--- config.mk ---
export PLATFORM = sky130hd
export DESIGN_NAME = mini16sc_loader
export DESIGN_NICKNAME = d
export VERILOG_FILES = /design/src/rtl/mini16sc_loader.sv
export SDC_FILE = /design/constraint.sdc
export NUM_CORES = 1
export LEC_CHECK = 0
export BUFFER_PORTS_ARGS = -buffer_cell sky130_fd_sc_hd__buf_2
export CAP_MARGIN = 20
export CORE_MARGIN = 2
export CORE_UTILIZATION = 38
export CTS_CLUSTER_SIZE = 16
export DETAILED_ROUTE_END_ITERATION = 6
export PLACE_DENSITY = 0.53
export SLEW_MARGIN = 15
export SYNTH_ARGS = -nofsm -noshare
export SYNTH_HDL_FRONTEND = slang
export SYNTH_SLANG_ARGS = --single-unit
--- constraint.sdc ---
create_clock -name clk -period 3.1 [get_ports clk]
set_input_delay 0.62 -clock clk [delete_from_list [all_inputs] [get_ports clk]]
set_output_delay 0.62 -clock clk [all_outputs]
set_load 0.02 [all_outputs]
--- src/rtl/mini16sc_loader.sv ---
// Boot loader for mini16sc: decodes byte-stream load frames into I/D memory word writes
// and drives the CPU soft_reset. Optional trailing checksum byte: `define LOADER_CHECKSUM_EN.
module mini16sc_loader #(
    parameter int unsigned WIDTH_I = 16,
    parameter int unsigned WIDTH_D = 16,
    parameter int unsigned DEPTH_I = 8,
    parameter int unsigned DEPTH_D = 8
) (
    input  logic               clk,
    input  logic               reset,
    input  logic [7:0]         in_data,
    input  logic               in_valid,
    output logic               in_ready,
    output logic [DEPTH_I-1:0] mem_i_w_addr,
    output logic [WIDTH_I-1:0] mem_i_w_data,
    output logic               mem_i_we,
    output logic [DEPTH_D-1:0] mem_d_w_addr,
    output logic [WIDTH_D-1:0] mem_d_w_data,
    output logic               mem_d_we,
    output logic               soft_reset,
    output logic               busy,
    output logic               error
);

    localparam logic [7:0] CMD_LOAD_I = 8'hA5;
    localparam logic [7:0] CMD_LOAD_D = 8'h5A;
    localparam logic [7:0] CMD_RUN    = 8'hC3;

    typedef enum logic [3:0] {
        ST_IDLE, ST_ADDR_L, ST_ADDR_H, ST_CNT_L, ST_CNT_H,
        ST_DATA_L, ST_DATA_H, ST_WRITE, ST_SUM, ST_END
    } state_e;

    state_e             state_q, state_d;
    logic [15:0]        addr_q, addr_d;
    logic [15:0]        cnt_q, cnt_d;
    logic [15:0]        idx_q, idx_d;
    logic [7:0]         lo_q, lo_d;
    logic               tgt_d_q, tgt_d_d;
    logic               error_q, error_d;
    logic               soft_reset_q, soft_reset_d;
    logic               busy_q, busy_d;
    logic               in_ready_q, in_ready_d;
    logic               mem_i_we_q, mem_i_we_d;
    logic               mem_d_we_q, mem_d_we_d;
    logic [DEPTH_I-1:0] mem_i_w_addr_q, mem_i_w_addr_d;
    logic [WIDTH_I-1:0] mem_i_w_data_q, mem_i_w_data_d;
    logic [DEPTH_D-1:0] mem_d_w_addr_q, mem_d_w_addr_d;
    logic [WIDTH_D-1:0] mem_d_w_data_q, mem_d_w_data_d;
`ifdef LOADER_CHECKSUM_EN
    logic [7:0]         sum_q, sum_d;
`endif

    logic               accept;
    logic [15:0]        word_addr;
    logic [16:0]        idx_next;
    state_e             after_data;

    // Frame decoder: byte states advance on accepted bytes, WRITE/END are single-cycle.
    always_comb begin
        state_d        = state_q;
        addr_d         = addr_q;
        cnt_d          = cnt_q;
        idx_d          = idx_q;
        lo_d           = lo_q;
        tgt_d_d        = tgt_d_q;
        error_d        = error_q;
        soft_reset_d   = soft_reset_q;
        mem_i_we_d     = 1'b0;
        mem_d_we_d     = 1'b0;
        mem_i_w_addr_d = mem_i_w_addr_q;
        mem_i_w_data_d = mem_i_w_data_q;
        mem_d_w_addr_d = mem_d_w_addr_q;
        mem_d_w_data_d = mem_d_w_data_q;
        accept         = in_valid && in_ready_q;
        word_addr      = addr_q + idx_q;
        idx_next       = 17'(idx_q) + 17'd1;
`ifdef LOADER_CHECKSUM_EN
        after_data     = ST_SUM;
        sum_d          = accept ? sum_q + in_data : sum_q;
`else
        after_data     = ST_END;
`endif

        case (state_q)
            ST_IDLE: begin
                if (accept) begin
                    if (in_data == CMD_LOAD_I || in_data == CMD_LOAD_D) begin
                        state_d      = ST_ADDR_L;
                        tgt_d_d      = (in_data == CMD_LOAD_D);
                        soft_reset_d = 1'b1;
                        error_d      = 1'b0;
                        idx_d        = 16'd0;
`ifdef LOADER_CHECKSUM_EN
                        sum_d        = in_data;
`endif
                    end else if (in_data == CMD_RUN && !error_q) begin
                        soft_reset_d = 1'b0;
                    end
                end
            end
            ST_ADDR_L: if (accept) begin
                addr_d[7:0] = in_data;
                state_d     = ST_ADDR_H;
            end
            ST_ADDR_H: if (accept) begin
                addr_d[15:8] = in_data;
                state_d      = ST_CNT_L;
            end
            ST_CNT_L: if (accept) begin
                cnt_d[7:0] = in_data;
                state_d    = ST_CNT_H;
            end
            ST_CNT_H: if (accept) begin
                cnt_d[15:8] = in_data;
                state_d     = ({in_data, cnt_q[7:0]} == 16'd0) ? after_data : ST_DATA_L;
            end
            ST_DATA_L: if (accept) begin
                lo_d    = in_data;
                state_d = ST_DATA_H;
            end
            ST_DATA_H: if (accept) begin
                state_d = ST_WRITE;
                if (tgt_d_q) begin
                    mem_d_we_d     = 1'b1;
                    mem_d_w_addr_d = DEPTH_D'(word_addr);
                    mem_d_w_data_d = WIDTH_D'({in_data, lo_q});
                end else begin
                    mem_i_we_d     = 1'b1;
                    mem_i_w_addr_d = DEPTH_I'(word_addr);
                    mem_i_w_data_d = WIDTH_I'({in_data, lo_q});
                end
            end
            ST_WRITE: begin
                idx_d   = idx_next[15:0];
                state_d = (idx_next < 17'(cnt_q)) ? ST_DATA_L : after_data;
            end
`ifdef LOADER_CHECKSUM_EN
            ST_SUM: if (accept) begin
                if (8'(sum_q + in_data) != 8'h00) begin
                    error_d = 1'b1;
                end
                state_d = ST_END;
            end
`endif
            ST_END:  state_d = ST_IDLE;
            default: state_d = ST_IDLE;
        endcase

        busy_d     = (state_d != ST_IDLE);
        in_ready_d = !(state_d == ST_WRITE || state_d == ST_END);
    end

    always_ff @(posedge clk) begin
        if (!reset) begin
            state_q        <= ST_IDLE;
            addr_q         <= 16'd0;
            cnt_q          <= 16'd0;
            idx_q          <= 16'd0;
            lo_q           <= 8'd0;
            tgt_d_q        <= 1'b0;
            error_q        <= 1'b0;
            soft_reset_q   <= 1'b1;
            busy_q         <= 1'b0;
            in_ready_q     <= 1'b1;
            mem_i_we_q     <= 1'b0;
            mem_d_we_q     <= 1'b0;
            mem_i_w_addr_q <= '0;
            mem_i_w_data_q <= '0;
            mem_d_w_addr_q <= '0;
            mem_d_w_data_q <= '0;
`ifdef LOADER_CHECKSUM_EN
            sum_q          <= 8'd0;
`endif
        end else begin
            state_q        <= state_d;
            addr_q         <= addr_d;
            cnt_q          <= cnt_d;
            idx_q          <= idx_d;
            lo_q           <= lo_d;
            tgt_d_q        <= tgt_d_d;
            error_q        <= error_d;
            soft_reset_q   <= soft_reset_d;
            busy_q         <= busy_d;
            in_ready_q     <= in_ready_d;
            mem_i_we_q     <= mem_i_we_d;
            mem_d_we_q     <= mem_d_we_d;
            mem_i_w_addr_q <= mem_i_w_addr_d;
            mem_i_w_data_q <= mem_i_w_data_d;
            mem_d_w_addr_q <= mem_d_w_addr_d;
            mem_d_w_data_q <= mem_d_w_data_d;
`ifdef LOADER_CHECKSUM_EN
            sum_q          <= sum_d;
`endif
        end
    end

    assign in_ready     = in_ready_q;
    assign mem_i_w_addr = mem_i_w_addr_q;
    assign mem_i_w_data = mem_i_w_data_q;
    assign mem_i_we     = mem_i_we_q;
    assign mem_d_w_addr = mem_d_w_addr_q;
    assign mem_d_w_data = mem_d_w_data_q;
    assign mem_d_we     = mem_d_we_q;
    assign soft_reset   = soft_reset_q;
    assign busy         = busy_q;
    assign error        = error_q;

endmodule

# After elaboration in Yosys (flattened, before gate mapping)
# Cells that the tools add are included.
# totals
reg_bits	106
wordCells	71
input_bits	11
output_inout_bits	54
# op_classes
n_bitwise	1
n_reduce_logical	19
add_sub_neg	2
n_eq_ne	14
n_lt_le_gt_ge	1
muxes	18
# op_table
op	count
$mux 4	10
$mux 16	2
$pmux 16 s2	1
$pmux 4 s8	1
$eq 4x3->1 const B	5
$reduce_and 3->1	6
$add 16x1->17 const B	1
$lt 17x16->1	1
$eq 8x8->1 const B	2
$logic_not 16->1	1
$add 8x8->8	1
$eq 4x2->1 const B	2
$eq 8x7->1 const B	1
$reduce_and 2->1	4
$eq 4x1->1 const B	1
$eq 4x4->1 const B	1
$logic_not 4->1	1
$mux 1	4
$ne 2x2->1 const B	2
$reduce_bool 2->1	2
$reduce_bool 4->1	1
$logic_or 1x1->1	2
$logic_and 1x1->1	1
$logic_not 1->1	1
$not 1->1	1

# Longest topological paths before layout
# Gate-level depths: netlist of run 1.
# logic_depth
word_depth	8
ltp_mapped	12
ltp_nobuf	12

# Worst setup path after synthesis of run 1
# Ideal clock, no wire load.
# synth_path
path_kind	register to register
start	reg idx_q[0]
end	reg in_ready_q (netlist: in_ready)
slack_ps	540
synth_period_minus_slack_ps	2560
t_arrival_ps	2431
path_stages_with_launch	12
t_required_ps	2971
n_path_buf	0
setup_time_ps	129
path_cell_list	dfxtp_1 ha_1 nand3_1 or2_2 xnor2_1 ha_1 and4_1 nand2_1 a211o_1 a311o_1 a31oi_1 a31oi_1
# synth_via
elab_chain_cells	7
word_cells_on_any_way	8
classes_between	add/sub: 1; order compare: 1; eq/ne: 2; mux: 2; reduce/logical: 2
# synth_rtl
item	line	rtl
from (decl)	37	logic [15:0] idx_q, idx_d;
from (signal assigned)	179	idx_q <= idx_d;
$add 16x1->17 *	77	idx_next = 17'(idx_q) + 17'd1;
$lt 17x16->1 *	136	state_d = (idx_next < 17'(cnt_q)) ? ST_DATA_L : after_data;
$mux 4 *	136	
$pmux 4 s8 *	85	case (state_q)
$eq 4x3->1 / $eq 4x4->1 (equally long branches)	151	in_ready_d = !(state_d == ST_WRITE || state_d == ST_END);
$logic_or 1x1->1 *	151	
$logic_not 1->1 *	151	
to (signal assigned)	185	in_ready_q <= in_ready_d;
to (decl)	43	logic in_ready_q, in_ready_d;
# Mark *: on every way between the ends. The rest lies on a longest branch, timed or not.
# A chain may end at the register's enable or synchronous reset.

# Worst setup path in the final report of run 1
# Same ends and word-level chain as after synthesis.

==> results of run 1 <==
## cell families (layout without fill, tap and decap cells)
group | count (synthesis) | count (layout) | synth area share
buf+inv | 62 | 110 | 0.06051
mux | 33 | 33 | 0.06627
flops | 106 | 106 | 0.4241
fa+ha+maj | 24 | 24 | 0.06152
other cells | 1 | 1 | 0.0007495
simple gates | 239 | 239 | 0.2221
xor+xnor | 20 | 20 | 0.03501
compound gates | 115 | 115 | 0.1298
## through the flow
stage	setup slack, ps	total power [uW]
after floorplan	540.0	1437
after global placement	316.5	1463
after detailed placement	182.7	1463
after CTS	158.8	2579
after global routing	23.13	2638
final	167.5	2550
## flip-flops by register name, summed over array words and instances, names as in the netlist, 4 cells and up
signal,cells
addr_q,8
lo_q,8
mem_i_w_data,16
mem_d_w_addr,8
mem_d_w_data,16
state_q,4
idx_q,16
mem_i_w_addr,8
cnt_q,16
## critical path: stages (launching register included)
cell and delay (ps):
sky130_fd_sc_hd__dfxtp_1 440, sky130_fd_sc_hd__ha_2 260, sky130_fd_sc_hd__nand3_1 190, sky130_fd_sc_hd__or2_2 370, sky130_fd_sc_hd__xnor2_1 130, sky130_fd_sc_hd__ha_1 300
sky130_fd_sc_hd__and4_1 210, sky130_fd_sc_hd__nand2_1 60, sky130_fd_sc_hd__a211o_1 260, sky130_fd_sc_hd__a311o_1 280, sky130_fd_sc_hd__a31oi_1 220, sky130_fd_sc_hd__a31oi_1 70
## path summary, 6_finish.rpt
check                            endpoint  slack [ps]                          from  depth (start not counted)
min          mem_i_w_addr[5]$_SDFFE_PN0P_         450  mem_i_w_addr[5]$_SDFFE_PN0P_                          2
min reg2reg  mem_i_w_addr[5]$_SDFFE_PN0P_         450  mem_i_w_addr[5]$_SDFFE_PN0P_                          2
max                   in_ready$_SDFF_PN1_         170         idx_q[0]$_SDFFE_PN0P_                         11
max reg2reg           in_ready$_SDFF_PN1_         170         idx_q[0]$_SDFFE_PN0P_                         11
## area by class of cell
cell class,instances,area share
tap,172,0.03774
multi-input combinational,432,0.4539
inverter,22,0.01448
sequential,106,0.3721
clock buffer,11,0.04256
timing repair buffer,72,0.07152
clock inverter,5,0.007679
## metal layers
layer | global-route usage | vias up
li1 | - | 2122
met1 | 0.2516 | 2051
met2 | 0.3107 | 90
met3 | 0.04151 | 14
met4 | 0.05357 | 0
met5 | 0 | -
## layout by cell type, fill, tap and decap left out, types with 2 or more instances in the layout
master                        n
sky130_fd_sc_hd__dfxtp_1    106
sky130_fd_sc_hd__nand2_1     99
sky130_fd_sc_hd__a21oi_1     70
sky130_fd_sc_hd__buf_2       63
sky130_fd_sc_hd__nor2_1      59
sky130_fd_sc_hd__mux2i_1     32
sky130_fd_sc_hd__ha_1        22
sky130_fd_sc_hd__inv_1       21
sky130_fd_sc_hd__nand3_1     18
sky130_fd_sc_hd__xnor2_1     15
sky130_fd_sc_hd__o21ai_0     14
sky130_fd_sc_hd__nand4_1      9
sky130_fd_sc_hd__or3_1        9
sky130_fd_sc_hd__clkbuf_16    9
sky130_fd_sc_hd__buf_4        7
sky130_fd_sc_hd__and2_1       6
sky130_fd_sc_hd__xor2_1       5
sky130_fd_sc_hd__nor2b_1      5
sky130_fd_sc_hd__o21ai_1      5
sky130_fd_sc_hd__and4_1       4
sky130_fd_sc_hd__and3_1       4
sky130_fd_sc_hd__a21o_1       4
sky130_fd_sc_hd__a31oi_1      4
sky130_fd_sc_hd__o21ai_2      4
sky130_fd_sc_hd__nor4_1       4
sky130_fd_sc_hd__or2_2        3
sky130_fd_sc_hd__nand3b_1     3
sky130_fd_sc_hd__nand2b_1     3
sky130_fd_sc_hd__inv_6        3
sky130_fd_sc_hd__o31ai_1      2
sky130_fd_sc_hd__a211oi_1     2
sky130_fd_sc_hd__nor4bb_1     2
sky130_fd_sc_hd__nor3_1       2
sky130_fd_sc_hd__clkinv_4     2
sky130_fd_sc_hd__buf_12       2
## power by group
part | total (uW) | internal, uW | switching (uW)
Clock | 1120 | 580 | 540
Sequential | 1360 | 1360 | 0.285
Combinational | 69.5 | 16.0 | 53.4
==> reports/qor_table.md, run 1 <==
| Item | This run |
| --- | --- |
| RSZ-0062 raised after global routing | no |
| DRT met1 WL | 6.123 mm |
| Routed Antenna Nets | 0 |
| Endpoint arrival time on the critical path | 3140 ps |
| Number of maximum-capacitance violations | 0 |
| Fraction of the yosys area taken by sequential cells | 0.4241 |
| Number of slew-limit violations in the final report | 0 |
| Vias | 4277 |
| Result of the run | finished, final reports clean |
| Category of the most critical setup path | flip-flop to flip-flop |
| Standard cell area after detailed placement | 0.005406 mm2 |
| Predominant post-synthesis flop cell | sky130_fd_sc_hd__dfxtp_1 |
| Root Buffer | sky130_fd_sc_hd__clkbuf_16 |
| Share of the synthesized area in the top cell type | 0.4241 |
| Critical path endpoint category | flip-flop |
| Net count reported at finish | 678 |
| Final weighted congestion of routability-driven global placement | 0.8475 |
| Global router's overall resource usage | 0.1900 |
| Final hold slack | 454.2 ps |
| Netlist area before placement | 0.005004 mm2 |
| Ant. Diodes | 0 |
| Distinct cell type count after synthesis | 57 |
| Final-report hold violation count | 0 |
| Post-synth EDFFs | 0 |
| Max Root-Sink Buffers | 2 |
| Die extent in y | 118.8 um |
| Leakage component of the power | 0.002393 uW |
| Number of buffers created by CTS | 9 |
| Power density over the cells | 447.2 mW/mm2 |
| Hold-fix buffers, CTS | 0 |
| Clock latency reported for the late side of the worst-skew pair | 350 ps |
| Slew at the pin closest to its max-slew limit | 864.8 ps |
| Starting utilization of the core area | 0.3933 |
| Number of endpoints failing setup at the final stage | 0 |
| Net count of the mapped netlist | 635 |
| Fill cell instance count of the final layout | 1336 |
| Path class of the lowest-slack min-delay path | flip-flop to flip-flop |
| Number of DRC violations after detailed routing | 0 |
| F_max | 341.0 MHz |
| Initial antenna violation count | 0 |
| Total met3 wirelength after detailed routing | 664 um |
| Flip-flop and latch count after synthesis | 106 |
| Largest fanout on the critical path | 7 |
| Relative area change from synthesis to final layout | 13.98% |
| Met2 WL post-DR | 6.103 mm |
| Library cell with the highest instance count after synthesis | sky130_fd_sc_hd__dfxtp_1 |
| Buffers added on ports | 63 |
| Share of synthesized flip-flops with an asynchronous set or reset | 0 |
| Syn avg cell area | 8.339 um2 |
| Vias per cell | 5.216 |
| Detailed placer's ending HPWL | 9.081 mm |
| Pin count of the biggest net entering global routing | 72 |
| Proportion of layout cells with a drive suffix above 1 | 0.1590 |
| Total Die Area | 0.01410 mm2 |
| Highest layer used for signal routing | met4 |
| Part of the cycle the worst path needs | 0.9460 |
| Total number of yosys warnings | 0 |
| First-pass GRT wire length | 21.40 mm |
| CTS H-tree depth | 3 |
| First-pass DRT Iterations | 4 |
| Crit start category | flip-flop |
| Number of instances in the synthesized netlist | 600 |
| Setup TNS Final | 0 ps |
| Cell type contributing the most total cell area after synthesis | sky130_fd_sc_hd__dfxtp_1 |
| Clock tree from TritonCTS | yes |
| Post-cts repair resize count | 0 |
| Number of global-route vias before repair | 4090 |
| Initial DRC count | 244 |
| Max-slew headroom at the worst pin | 0.4235 |
| Leftover overflow at the end of global routing | 0 |
| Leading cell types by count after synthesis | 106 x sky130_fd_sc_hd__dfxtp_1, 99 x sky130_fd_sc_hd__nand2_1, 70 x sky130_fd_sc_hd__a21oi_1 |
| TritonCTS Sinks | 106 |
| Total setup buffers inserted after CTS | 0 |
| Final design instance area without fill | 0.005703 mm2 |
| Final wirelength | 13.07 mm |
| Area of the multi-input gates | 0.002589 mm2 |
| Final non-filler cell total | 820 |
| Standard cell core area | 0.01272 mm2 |
| Critical Path RT | 3310 ps |
| Final core utilization | 0.4483 |
| Boundary pin count | 65 |
| Per-cell routed wire length | 15.94 um |
| Clock transition at path regs | 70 ps |
| Post-layout minimum cycle time | 2933 ps |
| Count of placed standard cells including taps | 804 |
| Largest vdd supply drop | 0.2970 mV |
| Clock tree skew after final layout | 8.131 ps |
| Seq. cell area | 0.002122 mm2 |
| Horizontal die dimension | 118.8 um |
| Cell types with the largest area share after synthesis | sky130_fd_sc_hd__dfxtp_1 42%, sky130_fd_sc_hd__nand2_1 7.4%, sky130_fd_sc_hd__a21oi_1 7.0%, sky130_fd_sc_hd__mux2i_1 6.4%, sky130_fd_sc_hd__ha_1 5.8% |
| Placement row count | 41 |
No activity file was read; power rests on OpenSTA's default activity.
==> run 2, diff against run 1 <==
Settings changed: CORE_UTILIZATION 38 to 41, MAX_ROUTING_LAYER from default to met4, PLACE_DENSITY 0.53 to 0.57.
==> reports/qor_table.md, run 2 (synthesized netlist as in run 1, its figures left out) <==
| Item | This run | vs previous |
| --- | --- | --- |
| Root Buffer | sky130_fd_sc_hd__clkbuf_16 | unchanged |
| Post-layout minimum cycle time | 2929 ps | was 2933 ps |
| Worst setup slack before clock tree synthesis | 158.1 ps | was 182.7 ps |
| Number of buffers created by CTS | 9 | unchanged |
| Critical path endpoint category | flip-flop | unchanged |
| Proportion of layout cells with a drive suffix above 1 | 0.1553 | was 0.1590 |
| Part of the cycle the worst path needs | 0.9449 | was 0.9460 |
| Number of stages on the worst hold path | 2 | unchanged |
| Clock tree skew after final layout | 9.687 ps | was 8.131 ps |
| Global router's overall resource usage | 0.2070 | was 0.1900 |
| Vias per cell | 5.348 | was 5.216 |
| Net count reported at finish | 675 | was 678 |
| Detailed placer's ending HPWL | 8.781 mm | was 9.081 mm |
| Horizontal die dimension | 114.5 um | was 118.8 um |
| Final core utilization | 0.4715 | was 0.4483 |
| Clock transition at path regs | 70 ps | about the same |
| TritonCTS Sinks | 106 | unchanged |
| Leakage component of the power | 0.002378 uW | was 0.002393 uW |
| Pin count of the biggest net entering global routing | 67 | was 72 |
| Per-cell routed wire length | 16.12 um | was 15.94 um |
| Largest fanout on the critical path | 7 | unchanged |
| Max-slew headroom at the worst pin | 0.4092 | was 0.4235 |
| Hold-fix buffers, CTS | 0 | unchanged |
| First-pass GRT wire length | 20.45 mm | was 21.40 mm |
| Most common cell after layout, fill and taps aside | sky130_fd_sc_hd__dfxtp_1 | unchanged |
| Routed Antenna Nets | 0 | unchanged |
| Vias | 4230 | was 4277 |
| Critical Path RT | 3320 ps | was 3310 ps |
| Boundary pin count | 65 | unchanged |
| Largest vdd supply drop | 0.3515 mV | was 0.2970 mV |
| Total setup buffers inserted after CTS | 0 | unchanged |
| Standard cell core area | 0.01196 mm2 | was 0.01272 mm2 |
| Number of global-route vias before repair | 3922 | was 4090 |
| Worst r2r path cells | 11 | unchanged |
| Leftover overflow at the end of global routing | 0 | unchanged |
| Final weighted congestion of routability-driven global placement | 0.8527 | was 0.8475 |
| Final hold slack | 454.0 ps | was 454.2 ps |
| Final design instance area without fill | 0.005640 mm2 | was 0.005703 mm2 |
| Total Die Area | 0.01310 mm2 | was 0.01410 mm2 |
| Starting utilization of the core area | 0.4183 | was 0.3933 |
| Number of DRC violations after detailed routing | 0 | unchanged |
| Relative area change from synthesis to final layout | 12.73% | was 13.98% |
| F_max | 341.4 MHz | was 341.0 MHz |
| Placement row count | 40 | was 41 |
| Number of endpoints failing setup at the final stage | 0 | unchanged |
| Result of the run | finished, final reports clean | unchanged |
| Category of the most critical setup path | flip-flop to flip-flop | unchanged |
| Number of maximum-capacitance violations | 0 | unchanged |
| Crit start category | flip-flop | unchanged |
| Post-cts repair resize count | 0 | unchanged |
| Max Root-Sink Buffers | 2 | unchanged |
| Path class of the lowest-slack min-delay path | flip-flop to flip-flop | unchanged |
| Setup TNS Final | 0 ps | unchanged |
| Endpoint arrival time on the critical path | 3150 ps | was 3140 ps |
| Buffers added on ports | 63 | unchanged |
| Clock latency reported for the late side of the worst-skew pair | 350 ps | about the same |
| Most frequent cells in the layout | 106 x sky130_fd_sc_hd__dfxtp_1, 99 x sky130_fd_sc_hd__nand2_1, 70 x sky130_fd_sc_hd__a21oi_1 | unchanged |
| CTS H-tree depth | 3 | unchanged |
| Initial antenna violation count | 0 | unchanged |
| Initial DRC count | 211 | was 244 |
| Ant. Diodes | 0 | unchanged |
| Standard cell area after detailed placement | 0.005353 mm2 | was 0.005406 mm2 |
| Final wirelength | 12.75 mm | was 13.07 mm |
| Clock tree from TritonCTS | yes | unchanged |
| Die extent in y | 114.5 um | was 118.8 um |
| RSZ-0062 raised after global routing | no | unchanged |
| Final-report hold violation count | 0 | unchanged |
| Worst Slack Setup Final | 170.8 ps | was 167.5 ps |
| Slew at the pin closest to its max-slew limit | 886.2 ps | was 864.8 ps |
| First-pass DRT Iterations | 5 | was 4 |
| Number of slew-limit violations in the final report | 0 | unchanged |
| Power density over the cells | 446.8 mW/mm2 | was 447.2 mW/mm2 |
==> run 2: cell types whose count changed in the layout (fill, tap and decap cells not counted), sizes merged <==
cell,change
clkbuf,-1
clkinv,+1
inv,-1
buf,-3
==> run 2: path summary, 6_finish.rpt <==
kind | end | start | slack (ps)
max | in_ready$_SDFF_PN1_ | idx_q[0]$_SDFFE_PN0P_ | 170
min | mem_d_w_data[3]$_SDFFE_PN0P_ | mem_d_w_data[3]$_SDFFE_PN0P_ | 450
max reg2reg | in_ready$_SDFF_PN1_ | idx_q[0]$_SDFFE_PN0P_ | 170
min reg2reg | mem_d_w_data[3]$_SDFFE_PN0P_ | mem_d_w_data[3]$_SDFFE_PN0P_ | 450
==> run 2: routing by layer <==
layer / up-vias / track usage / wire, um
met5: - / - / 0
met4: 0 / 0.06016 / 99
met3: 8 / 0.04606 / 864
met2: 109 / 0.3290 / 6024
met1: 2005 / 0.2649 / 5764
li1: 2108 / - / -
==> run 2: power by group <==
group | internal [uW] | switching, uW
Sequential | 1360 | 0.288
Combinational | 13.4 | 52.9
Clock | 570 | 523
Total | 1940 | 576
==> run 2: worst max-delay path, cell delays in order (launching register included) <==
cell and delay, ps:
sky130_fd_sc_hd__dfxtp_1 440, sky130_fd_sc_hd__ha_2 270, sky130_fd_sc_hd__nand3_1 200, sky130_fd_sc_hd__or2_2 370
sky130_fd_sc_hd__xnor2_1 130, sky130_fd_sc_hd__ha_1 290, sky130_fd_sc_hd__and4_1 200, sky130_fd_sc_hd__nand2_1 70
sky130_fd_sc_hd__a211o_1 260, sky130_fd_sc_hd__a311o_1 270, sky130_fd_sc_hd__a31oi_1 220, sky130_fd_sc_hd__a31oi_1 60
==> run 2: area by class of cell <==
cell class / count / area [um2]
well taps: 147 / 183.9
inverters: 22 / 82.58
clock inverters: 5 / 38.79
multi-input cells: 432 / 2589
fillers: 1193 / 6321
clock buffers: 10 / 239.0
repair buffers: 69 / 385.4
flip-flops and latches: 106 / 2122
==> run 2: through the flow <==
stage,instances,power (uW)
after floorplan,600,1437
after global placement,776,1459
after detailed placement,776,1460
after CTS,791,2550
after global routing,791,2601
final,791,2520
==> run 3, diff against run 2 <==
Settings changed: GPL_TIMING_DRIVEN from default to 0.
==> reports/qor_table.md, run 3 (synthesized netlist as in run 1, its figures left out) <==
| Item | This run | vs previous |
| --- | --- | --- |
| Final core utilization | 0.4846 | was 0.4715 |
| Clock tree skew after final layout | 7.698 ps | was 9.687 ps |
| Crit start category | flip-flop | unchanged |
| Final wirelength | 13.23 mm | was 12.75 mm |
| Critical path endpoint category | flip-flop | unchanged |
| Number of maximum-capacitance violations | 0 | unchanged |
| Vias per cell | 5.297 | was 5.348 |
| Clock tree from TritonCTS | yes | unchanged |
| Die extent in y | 114.5 um | unchanged |
| Path class of the lowest-slack min-delay path | flip-flop to flip-flop | unchanged |
| Largest stage delay, worst path | 590 ps | was 440 ps |
| Final weighted congestion of routability-driven global placement | 0.9339 | was 0.8527 |
| Final hold slack | 451.7 ps | was 454.0 ps |
| Cells along the critical path | nand4_1, nor2_4, nand3_1, xnor2_1, ha_1, a21oi_1, and3_1, o21ai_0, nor3_1, a21o_1, a31oi_1 | was ha_2, nand3_1, or2_2, xnor2_1, ha_1, and4_1, nand2_1, a211o_1, a311o_1, a31oi_1, a31oi_1 |
| TritonCTS Sinks | 106 | unchanged |
| Standard cell core area | 0.01196 mm2 | unchanged |
| Final-report hold violation count | 0 | unchanged |
| Category of the most critical setup path | flip-flop to flip-flop | unchanged |
| Relative area change from synthesis to final layout | 15.85% | was 12.73% |
| Initial DRC count | 157 | was 211 |
| Most common cell after layout, fill and taps aside | sky130_fd_sc_hd__dfxtp_1 | unchanged |
| Root Buffer | sky130_fd_sc_hd__clkbuf_16 | unchanged |
| Switching part of the total | 0.2284 | was 0.2286 |
| Max-slew headroom at the worst pin | 0.4973 | was 0.4092 |
| Number of endpoints failing setup at the final stage | 0 | unchanged |
| Setup TNS Final | 0 ps | unchanged |
| Starting utilization of the core area | 0.4183 | unchanged |
| Number of global-route vias before repair | 4109 | was 3922 |
| Initial antenna violation count | 0 | unchanged |
| Critical Path RT | 3330 ps | was 3320 ps |
| Slew at the pin closest to its max-slew limit | 751.3 ps | was 886.2 ps |
| Vias | 4328 | was 4230 |
| Leakage component of the power | 0.002439 uW | was 0.002378 uW |
| Power density over the cells | 450.4 mW/mm2 | was 446.8 mW/mm2 |
| Global router's overall resource usage | 0.2158 | was 0.2070 |
| F_max | 343.9 MHz | was 341.4 MHz |
| Number of slew-limit violations in the final report | 0 | unchanged |
| Routed Antenna Nets | 0 | unchanged |
| Net count reported at finish | 700 | was 675 |
| Number of DRC violations after detailed routing | 0 | unchanged |
| Largest fanout on the critical path | 8 | was 7 |
| Horizontal die dimension | 114.5 um | unchanged |
| Detailed placer's ending HPWL | 9.656 mm | was 8.781 mm |
| Part of the cycle the worst path needs | 0.9379 | was 0.9449 |
| RSZ-0062 raised after global routing | no | unchanged |
| CTS H-tree depth | 3 | unchanged |
| Proportion of layout cells with a drive suffix above 1 | 0.1627 | was 0.1553 |
| Critical-path top delay cell | sky130_fd_sc_hd__dfxtp_1 | unchanged |
| Per-cell routed wire length | 16.19 um | was 16.12 um |
| Combinational share of power | 0.028 | was 0.026 |
| Result of the run | finished, final reports clean | unchanged |
| Largest vdd supply drop | 0.2841 mV | was 0.3515 mV |
| Count of placed standard cells including taps | 801 | was 776 |
| Boundary pin count | 65 | unchanged |
| First-pass DRT Iterations | 4 | was 5 |
| Total setup buffers inserted after CTS | 0 | unchanged |
| Ant. Diodes | 0 | unchanged |
| Pin count of the biggest net entering global routing | 19 | was 67 |
| Placement row count | 40 | unchanged |
| First-pass GRT wire length | 21.12 mm | was 20.45 mm |
| Post-layout minimum cycle time | 2908 ps | was 2929 ps |
| R2R setup slack | 190 ps | was 170 ps |
| Internal power contribution | 2015 uW | was 1944 uW |
| Hold-fix buffers, CTS | 0 | unchanged |
| Buffers added on ports | 54 | was 63 |
| Final non-filler cell total | 817 | was 791 |
| Switching power total | 596.5 uW | was 576.3 uW |
| Leftover overflow at the end of global routing | 0 | unchanged |
| Number of buffers created by CTS | 9 | unchanged |
| Relative contribution of sequential cells to total power | 0.521 | was 0.540 |
| Clock transition at path regs | 70 ps | about the same |
| Max Root-Sink Buffers | 2 | unchanged |
| Most frequent cells in the layout | 105 x sky130_fd_sc_hd__dfxtp_1, 99 x sky130_fd_sc_hd__nand2_1, 70 x sky130_fd_sc_hd__a21oi_1 | was 106 x sky130_fd_sc_hd__dfxtp_1, 99 x sky130_fd_sc_hd__nand2_1, 70 x sky130_fd_sc_hd__a21oi_1 |
| Clock latency reported for the late side of the worst-skew pair | 350 ps | about the same |
| Total Die Area | 0.01310 mm2 | unchanged |
| Endpoint arrival time on the critical path | 3140 ps | was 3150 ps |
| Relative contribution of the clock network to total power | 0.451 | was 0.434 |
[run 3: cell count changes in the layout (fill, tap and decap cells not counted), moves of 2 or more]
cell                       change
sky130_fd_sc_hd__clkbuf_1     +18
sky130_fd_sc_hd__buf_6         +4
sky130_fd_sc_hd__buf_1         +3
sky130_fd_sc_hd__buf_12        -2
sky130_fd_sc_hd__buf_4         +2
sky130_fd_sc_hd__clkinv_2      -2
sky130_fd_sc_hd__inv_6         +2
[run 3: critical path, delay by kind of cell, from the launching register on]
family	cells	cell delay, ps
compound gates	4	570
xor+xnor	1	150
fa+ha+maj	1	330
flops	1	590
simple gates	5	1150
[run 3: power groups by stage]
stage,sequential [uW],clock (uW),combinational [uW]
global placement,1390,0,72.9
CTS,1360,1210,74.2
global route,1360,1250,78.9
finish,1360,1180,73.5
detailed placement,1390,0,74.1
floorplan,1390,0,44.4
[run 3: path summary, 6_finish.rpt]
| check | startpoint | to | cells past startpoint |
|---|---|---|---|
| max | idx_q[3]$_SDFFE_PN0P_ | in_ready$_SDFF_PN1_ | 11 |
| min | mem_d_w_data[8]$_SDFFE_PN0P_ | mem_d_w_data[8]$_SDFFE_PN0P_ | 2 |
| max reg2reg | idx_q[3]$_SDFFE_PN0P_ | in_ready$_SDFF_PN1_ | 11 |
| min reg2reg | mem_d_w_data[8]$_SDFFE_PN0P_ | mem_d_w_data[8]$_SDFFE_PN0P_ | 2 |
[run 3: layout make-up]
type / count / area [um2]
Sequential cell: 106 / 2123
Buffer: 40 / 220.2
Inverter: 22 / 82.58
Tap cell: 147 / 183.9
Multi-Input combinational cell: 432 / 2615
Clock buffer: 10 / 229.0
Clock inverter: 6 / 72.57
Timing Repair Buffer: 54 / 270.3
Fill cell: 1156 / 6165
[run 3: per-stage QoR]
step | power (uW) | area (um2) | setup WS (ps)
floorplan | 1437 | 5004 | 540.0
global placement | 1466 | 5458 | -99.66
detailed placement | 1467 | 5458 | -31.32
CTS | 2642 | 5762 | 16.78
global route | 2694 | 5797 | 35.83
finish | 2611 | 5797 | 192.5
[run 3: routing by layer]
layer,vias to the layer above,routed length [um],track usage,share of wire
met1,2060,6332,0.2782,0.48
met5,-,0,-,0
li1,2167,-,-,-
met3,23,347,0.02965,0.026
met2,78,6246,0.3381,0.47
met4,0,300,0.09593,0.023
[run 3: repair_timing]
item / in CTS / in global routing
resized for setup: 1 / 8
pin swaps: 0 / 0
setup endpoints to repair: 2 / 3
